===== config.mk =====
export PLATFORM = sky130hd
export DESIGN_NAME = spi_xfer_ctrl_flat
export DESIGN_NICKNAME = d
export VERILOG_FILES = /design/src/rtl/spi_pkg.sv /design/src/rtl/spi_xfer_ctrl_if.sv /design/src/rtl/spi_edge_det.sv /design/src/rtl/spi_xfer_ctrl.sv /design/src/flat_wrapper.sv
export SDC_FILE = /design/constraint.sdc
export NUM_CORES = 1
export LEC_CHECK = 0
export ABC_CLOCK_PERIOD_IN_PS = 3600
export BUFFER_PORTS_ARGS = -buffer_cell sky130_fd_sc_hd__clkbuf_2
export CAP_MARGIN = 20
export CORE_MARGIN = 3
export CORE_UTILIZATION = 61
export CTS_BUF_LIST = sky130_fd_sc_hd__clkbuf_4
export DETAILED_ROUTE_END_ITERATION = 6
export PLACE_DENSITY = 0.87
export SETUP_SLACK_MARGIN = 0.02
export SYNTH_ARGS = -nofsm -noshare
export SYNTH_HDL_FRONTEND = slang
export SYNTH_SLANG_ARGS = --single-unit

===== constraint.sdc =====
create_clock -name clk -period 3.6 [get_ports clk]
set_clock_uncertainty 0.05 [all_clocks]
set_input_delay 0.36 -clock clk [delete_from_list [all_inputs] [get_ports clk]]
set_output_delay 0.36 -clock clk [all_outputs]
set_load 0.05 [all_outputs]

===== src/rtl/spi_pkg.sv =====
// Shared definitions for the SPI transfer sequencer.
//   state_t     : sequencer states, also exported for observation
//   DIV_*       : serial-clock generator divider codes
//   spi_mode_t  : SPI mode encoding {cpol, cpha}
//   spi_mode()  : packs cpol/cpha into a spi_mode_t
package spi_pkg;

  typedef enum logic [1:0] {
    IDLE  = 2'd0,
    SETUP = 2'd1,
    SHIFT = 2'd2,
    GAP   = 2'd3
  } state_t;

  localparam logic [2:0] DIV_1  = 3'b000;
  localparam logic [2:0] DIV_4  = 3'b001;
  localparam logic [2:0] DIV_8  = 3'b010;
  localparam logic [2:0] DIV_16 = 3'b011;

  typedef enum logic [1:0] {
    MODE0 = 2'b00,
    MODE1 = 2'b01,
    MODE2 = 2'b10,
    MODE3 = 2'b11
  } spi_mode_t;

  function automatic spi_mode_t spi_mode(input logic cpol, input logic cpha);
    return spi_mode_t'({cpol, cpha});
  endfunction

endpackage


===== src/rtl/spi_xfer_ctrl_if.sv =====
// Request/response bundle between a transfer requester and spi_xfer_ctrl.
//
// Handshake: the requester raises start_valid and holds it, together with
// tx_data and cfg_*, until a clk edge where start_valid and start_ready are
// both high; that edge is the accept and the payload is sampled on it.
// start_ready never depends on start_valid. Completion is reported by a
// one-cycle rx_valid pulse with rx_data, which has no back-pressure; rx_data
// holds its value until the next completion.
//
//   master : requester side (drives start_valid, tx_data, cfg_*)
//   slave  : controller side (drives start_ready, rx_data, rx_valid)
interface spi_xfer_ctrl_if #(
  parameter int DATA_W = 8
);
  logic              start_valid;
  logic              start_ready;
  logic [DATA_W-1:0] tx_data;
  logic [2:0]        cfg_div;
  logic              cfg_cpol;
  logic              cfg_cpha;
  logic [DATA_W-1:0] rx_data;
  logic              rx_valid;

  modport master (
    output start_valid, tx_data, cfg_div, cfg_cpol, cfg_cpha,
    input  start_ready, rx_data, rx_valid
  );

  modport slave (
    input  start_valid, tx_data, cfg_div, cfg_cpol, cfg_cpha,
    output start_ready, rx_data, rx_valid
  );
endinterface


===== src/rtl/spi_edge_det.sv =====
// Serial-clock edge detector.
//   clk, rst   : system clock, async active-high reset
//   sclk       : serial clock from the generator (same clk domain)
//   cpol       : idle level of sclk for the current transfer
//   sclk_edge  : high for one cycle when sclk differs from its registered copy
//   leading    : with sclk_edge, marks a leading (away-from-idle) edge;
//                low marks a trailing edge
module spi_edge_det (
  input  logic clk,
  input  logic rst,
  input  logic sclk,
  input  logic cpol,
  output logic sclk_edge,
  output logic leading
);

  logic sclk_q;

  always_ff @(posedge clk or posedge rst) begin
    if (rst) sclk_q <= 1'b0;
    else     sclk_q <= sclk;
  end

  assign sclk_edge = sclk ^ sclk_q;
  // After a leading edge sclk sits at the non-idle level.
  assign leading   = sclk ^ cpol;

endmodule


===== src/rtl/spi_xfer_ctrl.sv =====
// SPI master transfer sequencer. Accepts one word per request, drives cs,
// divider and cpol to an external serial-clock generator, follows that
// generator's sclk to shift mosi / sample miso, and returns the received word.
//   clk, rst   : system clock, async active-high reset
//   req        : request/response bundle (slave side)
//   cs         : active-low chip select
//   divider    : latched divider code to the generator
//   cpol       : latched idle sclk level to the generator
//   sclk       : generator serial clock
//   mosi, miso : serial data out (registered) / in
//   busy       : high whenever not IDLE
//   dbg_state  : current sequencer state
module spi_xfer_ctrl
  import spi_pkg::*;
#(
  parameter int DATA_W  = 8,
  parameter int CS_IDLE = 2
) (
  input  logic            clk,
  input  logic            rst,
  spi_xfer_ctrl_if.slave  req,
  output logic            cs,
  output logic [2:0]      divider,
  output logic            cpol,
  input  logic            sclk,
  output logic            mosi,
  input  logic            miso,
  output logic            busy,
  output state_t          dbg_state
);

  localparam int EDGE_W = $clog2(2 * DATA_W + 1);
  localparam int CNT_W  = $clog2(CS_IDLE + 2);

  state_t            state, state_n;
  spi_mode_t         mode_q;
  logic [1:0]        mode_bits;
  logic              cpha;
  logic [DATA_W-1:0] tx_sr, rx_sr, rx_next;
  logic [EDGE_W-1:0] edge_cnt;
  logic [CNT_W-1:0]  phase_cnt;
  logic              sclk_edge, leading;
  logic              accept, shift_fire, last_edge;
  logic              sample_now, drive_now, drive_bit;

  assign mode_bits = mode_q;
  assign cpol      = mode_bits[1];
  assign cpha      = mode_bits[0];

  spi_edge_det u_edge (
    .clk       (clk),
    .rst       (rst),
    .sclk      (sclk),
    .cpol      (cpol),
    .sclk_edge (sclk_edge),
    .leading   (leading)
  );

  // ---------------- FSM ----------------
  always_ff @(posedge clk or posedge rst) begin
    if (rst) state <= IDLE;
    else     state <= state_n;
  end

  always_comb begin
    state_n    = state;
    accept     = 1'b0;
    shift_fire = 1'b0;
    last_edge  = 1'b0;
    case (state)
      IDLE: begin
        if (req.start_valid) begin
          accept  = 1'b1;
          state_n = SETUP;
        end
      end
      // Two cycles with cs high: the generator picks up the new cpol, then
      // the detector's registered copy catches up, so no false edge appears.
      SETUP: begin
        if (phase_cnt == CNT_W'(1)) state_n = SHIFT;
      end
      SHIFT: begin
        if (sclk_edge) begin
          shift_fire = 1'b1;
          if (edge_cnt == EDGE_W'(2 * DATA_W - 1)) begin
            last_edge = 1'b1;
            state_n   = GAP;
          end
        end
      end
      GAP: begin
        if (phase_cnt == CNT_W'(CS_IDLE - 1)) state_n = IDLE;
      end
      default: state_n = IDLE;
    endcase
  end

  assign req.start_ready = (state == IDLE) && !rst;
  assign busy            = (state != IDLE);
  assign dbg_state       = state;

  // Cycle counter for the fixed-length SETUP and GAP states.
  always_ff @(posedge clk or posedge rst) begin
    if (rst)                                            phase_cnt <= '0;
    else if (state_n != state)                          phase_cnt <= '0;
    else if ((state == SETUP) || (state == GAP))        phase_cnt <= phase_cnt + CNT_W'(1);
    else                                                phase_cnt <= '0;
  end

  // ---------------- datapath ----------------
  // CPHA=0 samples on leading edges and advances mosi on trailing edges (not
  // the last one); CPHA=1 drives on leading edges and samples on trailing.
  assign sample_now = cpha ? !leading : leading;
  assign drive_now  = cpha ? leading  : (!leading && !last_edge);
  // With CPHA=0 the MSB is already on mosi from accept, so the next bit is
  // one below the top of tx_sr; with CPHA=1 the first leading edge drives
  // the MSB itself.
  assign drive_bit  = cpha ? tx_sr[DATA_W-1] : tx_sr[DATA_W-2];
  assign rx_next    = sample_now ? {rx_sr[DATA_W-2:0], miso} : rx_sr;

  always_ff @(posedge clk or posedge rst) begin
    if (rst) begin
      cs           <= 1'b1;
      divider      <= DIV_4;
      mode_q       <= MODE0;
      mosi         <= 1'b0;
      tx_sr        <= '0;
      rx_sr        <= '0;
      edge_cnt     <= '0;
      req.rx_data  <= '0;
      req.rx_valid <= 1'b0;
    end else begin
      req.rx_valid <= 1'b0;
      if (accept) begin
        divider  <= req.cfg_div;
        mode_q   <= spi_mode(req.cfg_cpol, req.cfg_cpha);
        tx_sr    <= req.tx_data;
        mosi     <= req.tx_data[DATA_W-1];
        rx_sr    <= '0;
        edge_cnt <= '0;
      end
      if ((state == SETUP) && (state_n == SHIFT)) cs <= 1'b0;
      if (shift_fire) begin
        edge_cnt <= edge_cnt + EDGE_W'(1);
        rx_sr    <= rx_next;
        if (drive_now) begin
          mosi  <= drive_bit;
          tx_sr <= {tx_sr[DATA_W-2:0], 1'b0};
        end
        // cs rises on the cycle after the last sclk transition, before the
        // generator can produce another one.
        if (last_edge) begin
          cs           <= 1'b1;
          req.rx_data  <= rx_next;
          req.rx_valid <= 1'b1;
        end
      end
    end
  end

endmodule


===== src/flat_wrapper.sv =====
// flat-port wrapper written by rule: the top's interface ports become plain ports
module spi_xfer_ctrl_flat import spi_pkg::*;
#(
  parameter int DATA_W  = 8,
  parameter int CS_IDLE = 2
)
  (clk, rst, cs, divider, cpol, sclk, mosi, miso, busy, dbg_state, req_start_valid, req_tx_data, req_cfg_div, req_cfg_cpol, req_cfg_cpha, req_start_ready, req_rx_data, req_rx_valid);
  spi_xfer_ctrl_if #(.DATA_W(DATA_W)) req_i ();
  input  logic clk;
  input  logic rst;
  output logic cs;
  output logic [2:0] divider;
  output logic cpol;
  input  logic sclk;
  output logic mosi;
  input  logic miso;
  output logic busy;
  output state_t dbg_state;
  input wire logic [$bits(req_i.start_valid)-1:0] req_start_valid;
  input wire logic [$bits(req_i.tx_data)-1:0] req_tx_data;
  input wire logic [$bits(req_i.cfg_div)-1:0] req_cfg_div;
  input wire logic [$bits(req_i.cfg_cpol)-1:0] req_cfg_cpol;
  input wire logic [$bits(req_i.cfg_cpha)-1:0] req_cfg_cpha;
  output wire logic [$bits(req_i.start_ready)-1:0] req_start_ready;
  output wire logic [$bits(req_i.rx_data)-1:0] req_rx_data;
  output wire logic [$bits(req_i.rx_valid)-1:0] req_rx_valid;
  assign req_i.start_valid = req_start_valid;
  assign req_i.tx_data = req_tx_data;
  assign req_i.cfg_div = req_cfg_div;
  assign req_i.cfg_cpol = req_cfg_cpol;
  assign req_i.cfg_cpha = req_cfg_cpha;
  assign req_start_ready = req_i.start_ready;
  assign req_rx_data = req_i.rx_data;
  assign req_rx_valid = req_i.rx_valid;
  spi_xfer_ctrl #(.DATA_W(DATA_W), .CS_IDLE(CS_IDLE)) u_core (.clk(clk), .rst(rst), .req(req_i), .cs(cs), .divider(divider), .cpol(cpol), .sclk(sclk), .mosi(mosi), .miso(miso), .busy(busy), .dbg_state(dbg_state));
endmodule

Word-level counts from Yosys, hierarchy flattened --
Index checks and enable logic that the tools add are counted.
Operators by class: $add $sub $neg 2, equality and inequality tests 7, mux-type cells 34, bitwise operators 2, reduce and logical (&&, ||, !) cells 11
Operators by type and width (number):
- $mux W8 | 6
- $mux W1 | 18
- $mux W2 | 7
- $mux W5 | 2
- $pmux W2 S4 | 1
- $eq A2 B2 Y1 const B | 3
- $add A5 B1 Y5 const B | 1
- $eq A5 B4 Y1 const B | 1
- $eq A2 B1 Y1 const B | 2
- $reduce_bool A2 Y1 | 2
- $logic_and A1 B1 Y1 | 3
- $logic_not A1 Y1 | 3
- $add A2 B1 Y2 const B | 1
- $logic_not A2 Y1 | 1
- $ne A2 B2 Y1 | 1
- $reduce_and A2 Y1 | 1
- $xor A1 B1 Y1 | 2
- $logic_or A1 B1 Y1 | 1
Word-level totals: bits in registers 42, bits of input ports 18, output and inout port bits 19

Depth between registers and ports, before layout --
Gate-level depths: netlist of the first run.
word-level depth 9, mapped depth 7

Cells and area by module --
From an unflattened synthesis of the first run, not the netlist that was laid out.
Unflattened totals: cells, all modules 175, area, all modules 1958.1 um2
By module, submodules not included:
- spi_xfer_ctrl | instances 1, cells each 171, area each 1911.8 um2, sequential area each 1028.5 um2
- spi_edge_det | instances 1, cells each 4, area each 46.3 um2, sequential area each 25.0 um2

Least setup slack after synthesis of the first run --
OpenSTA, ideal clock, no wires.
path type flip-flop to output port, start register u_core.state[1] (netlist: u_core.dbg_state[1]), end output port req_start_ready, data arrival time 1802 ps, required time 3190 ps, setup slack 1388 ps, cell stages (with the launch flop) 4, path buffers 0, cells stage by stage dfrtp_1 nor2_1 inv_1 nor2_1
Between the ends: longest elaborated chain between the ends 2
RTL lines:
- start: declaration | RTL line spi_xfer_ctrl.sv:35 | state_t state, state_n;
- start signal: assignment | RTL line spi_xfer_ctrl.sv:62 | else state <= state_n;
- $logic_not A2 Y1 | RTL line spi_xfer_ctrl.sv:98 | assign req.start_ready = (state == IDLE) && !rst;
- $logic_and A1 B1 Y1 | RTL line spi_xfer_ctrl.sv:98
- end: declaration | RTL line flat_wrapper.sv:24 | output wire logic [$bits(req_i.start_ready)-1:0] req_start_ready;
No other way between the ends.

Worst setup path after layout of the first run --
start register u_core.state[1] (netlist: u_core.dbg_state[1]), end register u_core.tx_sr[5]
Between the ends: longest elaborated chain between the ends 7
RTL lines:
- $eq A2 B2 Y1 | RTL line spi_xfer_ctrl.sv:70 | case (state)
- $mux W1 | RTL line spi_xfer_ctrl.sv:70
- $logic_not A1 Y1 | RTL line spi_xfer_ctrl.sv:114 | assign drive_now = cpha ? leading : (!leading && !last_edge);
- $logic_and A1 B1 Y1 | RTL line spi_xfer_ctrl.sv:114
- $mux W1 | RTL line spi_xfer_ctrl.sv:114
- $mux W8 | RTL line spi_xfer_ctrl.sv:146 | if (drive_now) begin
- $mux W8 (*) | RTL line spi_xfer_ctrl.sv:143 | if (shift_fire) begin
- end signal: assignment | RTL line spi_xfer_ctrl.sv:137 | tx_sr <= req.tx_data;
- end signal: assignment | RTL line spi_xfer_ctrl.sv:148 | tx_sr <= {tx_sr[DATA_W-2:0], 1'b0};
- end: declaration | RTL line spi_xfer_ctrl.sv:39 | logic [DATA_W-1:0] tx_sr, rx_sr, rx_next;
Every way passes the cells marked *; elsewhere a longest branch is shown, timed or not. A chain may end at the register's enable or synchronous reset.

==> results.py, run 1 <==
metrics = {
    "run_status": {
        "status": "completed",
    },
    "critical_path": {
        "crit_chain": "nor2_1 -> and2_0 -> mux2_2 -> mux2_2",
        "worst_ep_arrival_time_ns": 2.39,
        "path_class": "flop to flop",
        "cp.buffers_inverters": 0,
        "end_kind": "flop",
        "critPathMostFrequentCell": "mux2_2",
        "max_stage_delay_ns": 0.65,
        "r2r-end": "u_core.tx_sr[5]",
        "crit_path_start_kind": "flop",
        "cp_max_fo": 13,
        "r2r_start": "u_core.dbg_state[1]",
        "rrSetupSlack_ns": 1.42,
        "r2r_cells": 4,
        "crit_required_ns": 3.81,
        "critical_path.top_delay_family": "simple AND/OR/NAND/NOR gates",
        "cp_slowest_cell": "and2_0",
    },
    "power": {
        "power_mw": 1.89,
        "peakVddDrop_mv": 0.645,
        "power_leakage_nw": 1.13,
        "power_density_nw_per_um2": 865,
    },
    "global_route": {
        "antenna_found_initial": 0,
        "grt_pass1_wl_um": 5680,
        "grt_max_degree": 43,
        "grt_pass1_vias": 1318,
        "grt_usage": 0.207,
        "grt_overflow_total": 0,
    },
    "clock_tree": {
        "clock_latency_ns": 0.36,
        "cts-buffers-inserted": 5,
        "cts_max_level": 2,
        "hold_buffers": 0,
        "post_cts_buffers": 0,
        "cts_tree": "built",
        "cts_root_buf": "clkbuf_4",
        "clock_path_buffers": 2,
        "cts_resized": 0,
        "clkSlewWorstSetupHoldPaths_ns": 0.12,
        "clock_sinks": 42,
    },
    "synthesis": {
        "synth_commonest_cells": "dfrtp_1 (40), nand2_1 (34), mux2_2 (14), mux2i_1 (13), o21ai_0 (11)",
        "syn_area_um2": 1890,
        "yosys_most_used_dff": "dfrtp_1",
        "seq_area_frac_synth": 0.557,
        "synth.top_cell.area_share": 0.529,
        "ys_warn_count": 0,
        "synth-edff-count": 0,
        "synth.net_count": 188,
        "async_flop_share": 1.00,
        "yosysTopAreaCell": "dfrtp_1",
        "synthTopCellsByArea": "dfrtp_1 (53%), mux2_2 (8.3%), mux2i_1 (6.9%), nand2_1 (6.8%), a22o_1 (3.7%)",
        "synth.avg_cell_area_um2": 11.3,
        "ys_types": 28,
        "synth_cells": 167,
        "yosys_register_bits": 42,
        "synth_most_common_cell": "dfrtp_1",
    },
    "place": {
        "gp_congestion": 0.845,
        "post-place-ws_ns": 1.44,
        "place_area_um2": 2100,
        "dp.cells": 232,
        "portBuffers": 36,
        "hpwl_um": 2520,
    },
    "floorplanning": {
        "die_h_um": 61.7,
        "ios": 37,
        "fp.dieW_um": 61.7,
        "initial_core_util": 0.663,
        "die_area_um2": 3800,
        "rows": 19,
        "core_um2": 2850,
    },
    "sta": {
        "fin_crit_sh": 0.606,
        "rsz0062_at_grt": "no",
        "drv_slew": 0,
        "worst_slew_pin_slew_ns": 0.754,
        "worst_slack_ns": 1.42,
        "fin_crit_ns": 2.18,
        "hold_violations": 0,
        "finalSetupTns_ns": 0,
        "holdWs_ns": 0.0545,
        "setup_viol": 0,
        "maxSlewHeadroom": 0.497,
        "max_freq_mhz": 458,
    },
    "flow_run": {
        "cap_violations": 0,
    },
    "cells_and_area": {
        "post-route-util": 0.765,
        "fin_nets": 229,
        "drive_gt1_frac": 0.306,
        "finalInstanceArea_um2": 2180,
        "fin_cells": 240,
        "nFillCells": 199,
        "syn_to_final_growth_pct": 15.4,
        "antenna-diode-count": 0,
    },
    "routing": {
        "wl_per_cell_um": 14.2,
        "postRouteWirelength_um": 3400,
        "post-route-drc-count": 0,
        "drt_iter0_markers": 59,
        "vias": 1346,
        "dr.pass1.iters": 4,
        "drt-vias-per-instance": 5.61,
        "ant_nets": 0,
    },
    "worst_hold_path": {
        "hold_path_class": "primary input to asynchronous set/reset pin",
    },
}
==> worst register-to-register path, delay by kind of cell (launching register included) <==
family           cells  cell delay, ns
DFF                  1            0.49
and+or+nand+nor      2            0.87
muxes                2            0.68
==> area by class of cell <==
cell class	count	area, µm²	share of cell area
tap	31	38.8	0.0178
multi-input combinational	117	806	0.369
inverter	5	18.8	0.00860
timing repair buffer	37	188	0.0860
clock inverter	3	40.0	0.0183
sequential	42	1050	0.483
clock buffer	5	37.5	0.0172
==> cell usage in the layout, fill, tap and decap left out, drive strengths merged, types with 2 or more instances in the layout <==
cell	synthesis	final
dfstp	2	2
and3	2	2
ha	3	3
nor2b	3	3
inv	5	5
o21ai	12	12
a22o	8	8
mux2	14	14
nand3	4	4
nor2	7	7
mux2i	13	13
clkbuf	2	41
clkinv	0	2
dfrtp	40	40
xnor2	3	3
nand2b	3	3
a21oi	3	3
xor2	2	2
nand2	34	34
==> report_power, final <==
group	internal, mW	total (mW)	switching, mW	leakage, nW
Combinational	0.308	0.842	0.533	0.539
Clock	0.144	0.294	0.150	0.0450
Sequential	0.629	0.751	0.122	0.543
==> cell families (layout without fill, tap and decap cells) <==
kind of cell | Yosys count | in the layout | share of synthesized area
AO/OA/AOI/OAI | 25 | 25 | 0.0847
XOR/XNOR | 5 | 5 | 0.0311
adder cells (fa/ha/maj) | 3 | 3 | 0.0199
buffers and inverters | 8 | 50 | 0.0165
flip-flops | 42 | 42 | 0.557
multiplexers | 27 | 27 | 0.152
AND/OR/NAND/NOR | 57 | 57 | 0.138
==> state kept, by name, summed over array words and instances, names as in the netlist, 2 cells and up <==
signal / count
u_core.req.rx_data: 8
u_core.tx_sr: 8
u_core.divider: 3
u_core.phase_cnt: 2
u_core.dbg_state: 2
u_core.edge_cnt: 5
u_core.mode_bits: 2
u_core.rx_sr: 8
==> routing by layer <==
metal / routed length, µm / track usage / vias up
li1: - / - / 655
met1: 1490 / 0.245 / 646
met2: 1660 / 0.342 / 37
met3: 197 / 0.0692 / 8
met4: 54 / 0.0879 / 0
met5: 0 / 0 / -
==> how the worst max path moves through the flow <==
stage / start / endpoint / slack [ns] / cells past startpoint
final: u_core.dbg_state[1] / u_core.tx_sr[5] / 1.42 / 4
after global routing: u_core.dbg_state[1] / u_core.tx_sr[1] / 1.29 / 4
after CTS: u_core.dbg_state[1] / u_core.tx_sr[5] / 1.43 / 4
after detailed placement: u_core.dbg_state[1] / u_core.tx_sr[5] / 1.44 / 4
after global placement: u_core.dbg_state[1] / u_core.tx_sr[5] / 1.53 / 4
after floorplan: u_core.dbg_state[1] / req_start_ready / 1.39 / 3
Note: power is estimated with default switching activity, not from simulation.
==> run 2, diff against run 1 <==
--- a/config.mk
+++ b/config.mk
@@ -5,14 +5,14 @@
 export SDC_FILE = /design/constraint.sdc
 export NUM_CORES = 1
 export LEC_CHECK = 0
-export ABC_CLOCK_PERIOD_IN_PS = 3600
+export ABC_CLOCK_PERIOD_IN_PS = 1900
 export BUFFER_PORTS_ARGS = -buffer_cell sky130_fd_sc_hd__clkbuf_2
 export CAP_MARGIN = 20
 export CORE_MARGIN = 3
-export CORE_UTILIZATION = 61
+export CORE_UTILIZATION = 51
 export CTS_BUF_LIST = sky130_fd_sc_hd__clkbuf_4
 export DETAILED_ROUTE_END_ITERATION = 6
-export PLACE_DENSITY = 0.87
+export PLACE_DENSITY = 0.78
 export SETUP_SLACK_MARGIN = 0.02
 export SYNTH_ARGS = -nofsm -noshare
 export SYNTH_HDL_FRONTEND = slang
==> constraint.sdc (replaced) <==
create_clock -name clk -period 1.9 [get_ports clk]
set_clock_uncertainty 0.05 [all_clocks]
set_input_delay 0.19 -clock clk [delete_from_list [all_inputs] [get_ports clk]]
set_output_delay 0.19 -clock clk [all_outputs]
set_load 0.05 [all_outputs]
==> results.py, run 2 (synthesis gave the netlist of run 1 again) <==
metrics = {
    "place": {
        "post-place-ws_ns": -0.0202,
        "hpwl_um": 2630,
        "dp.cells": 257,
        "portBuffers": 36,
        "gp_congestion": 0.804,
    },
    "routing": {
        "drt-vias-per-instance": 5.18,
        "post-route-drc-count": 0,
        "ant_nets": 0,
        "drt_iter0_markers": 42,
        "vias": 1431,
        "postRouteWirelength_um": 3760,
        "dr.pass1.iters": 4,
        "wl_per_cell_um": 13.6,
    },
    "global_route": {
        "grt_pass1_vias": 1454,
        "grt_max_degree": 34,
        "antenna_found_initial": 0,
        "grt_pass1_wl_um": 6540,
        "grt_overflow_total": 0,
        "grt_usage": 0.198,
    },
    "cells_and_area": {
        "final_common_cell": "dfrtp_1",
        "syn_to_final_growth_pct": 30.1,
        "layout_common_cells": "dfrtp_1 (38), clkbuf_2 (36), nand2_1 (34)",
        "seq_area_um2": 1060,
        "largestRegisters": "u_core.req.rx_data x8, u_core.rx_sr x8, u_core.tx_sr x8",
        "nFillCells": 250,
        "fin_cells": 276,
        "antenna-diode-count": 0,
        "fin_nets": 250,
        "multi_input_area_um2": 856,
        "drive_gt1_frac": 0.370,
    },
    "flow_run": {
        "cap_violations": 0,
    },
    "sta": {
        "fin_crit_ns": 1.89,
        "drv_slew": 0,
        "rsz0062_at_grt": "yes",
        "worst_slew_pin_slew_ns": 0.384,
        "fin_crit_sh": 0.995,
        "setup_viol": 0,
        "worst_slack_ns": 0.0102,
        "max_freq_mhz": 529,
        "hold_violations": 0,
        "maxSlewHeadroom": 0.737,
    },
    "critical_path": {
        "worst_ep_arrival_time_ns": 2.09,
        "path_class": "flop to flop",
        "crit_chain": "ha_2 -> and3_4 -> ha_4 -> and2b_1 -> nor3_4 -> buf_12 -> mux2_2",
        "max_stage_delay_ns": 0.41,
        "cp_slowest_cell": "dfrtp_1",
        "crit_required_ns": 2.10,
        "end_kind": "flop",
        "cp_max_fo": 8,
        "crit_path_start_kind": "flop",
    },
    "clock_tree": {
        "clock_sinks": 42,
        "clock_path_buffers": 2,
        "cts-buffers-inserted": 5,
        "cts_root_buf": "clkbuf_4",
        "clock_latency_ns": 0.35,
        "clkSlewWorstSetupHoldPaths_ns": 0.13,
        "cts_max_level": 2,
        "cts_tree": "built",
    },
    "floorplanning": {
        "die_area_um2": 4470,
        "fp.dieW_um": 66.9,
        "initial_core_util": 0.549,
        "ios": 37,
        "die_h_um": 66.9,
        "core_um2": 3440,
        "rows": 21,
    },
    "run_status": {
        "status": "completed",
    },
    "worst_hold_path": {
        "hold_path_class": "primary input to flop",
    },
    "power": {
        "power_density_nw_per_um2": 1590,
        "peakVddDrop_mv": 1.09,
        "power_leakage_nw": 1.25,
    },
}
-- run 2: power by group --
group / switching (mW) / leakage [nW] / internal, mW
clock: 0.297 / 0.0456 / 0.279
combinational: 1.12 / 0.658 / 0.815
sequential: 0.197 / 0.541 / 1.20
total: 1.62 / 1.25 / 2.29
-- run 2: repair_timing --
action	CTS	global route
pin swaps	1	0
hold endpoints to repair	15	0
hold buffers	8	0
gates resized for setup	2	4
buffers inserted	2	1
setup endpoints to repair	7	16
-- run 2: metal layers --
layer / share of wire / global-route usage
met2: 0.47 / 0.317
met3: 0.056 / 0.0489
met1: 0.46 / 0.260
met5: 0 / 0
met4: 0.0088 / 0.0684
-- run 2: worst paths after layout --
check,start,to,slack [ns],depth (start not counted)
max reg2reg,u_core.edge_cnt[1],u_core.tx_sr[6],0.01,7
min reg2reg,u_core.phase_cnt[0],u_core.phase_cnt[0],0.39,1
min,miso,u_core.rx_sr[0],0.03,2
max in group asynchronous,rst,u_core.cs,0.88,4
max,u_core.edge_cnt[1],u_core.tx_sr[6],0.01,7
min in group asynchronous,rst,u_core.mode_bits[1],0.34,3
-- run 2: through the flow --
stage / hold WS [ns] / area, µm² / utilization / TNS, ns / power (mW)
finish: 0.0320 / 2460 / 0.715 / 0 / 3.91
detailed placement: 0.157 / 2250 / 0.654 / -0.0970 / 3.22
global placement: 0.143 / 2250 / 0.654 / 0 / 3.14
CTS: 0.0110 / 2440 / 0.708 / 0 / 3.87
floorplan: 0.171 / 1920 / - / -0.237 / 2.72
global route: 0.0116 / 2460 / 0.715 / -0.0995 / 4.16
-- run 2: cell type report --
type / instances / share of cell area
clock buffers: 5 / 0.0153
clock inverters: 3 / 0.0178
inverters: 5 / 0.00763
multi-input cells: 117 / 0.348
flip-flops and latches: 42 / 0.429
well taps: 46 / 0.0234
repair buffers: 58 / 0.159
-- run 2: critical path: cells and delay by family (launching register included) --
family                   cells  cell delay (ns)
AND/OR/NAND/NOR              3             0.50
flip-flops                   1             0.41
adder cells (fa/ha/maj)      2             0.35
multiplexers                 1             0.33
buffers and inverters        1             0.16
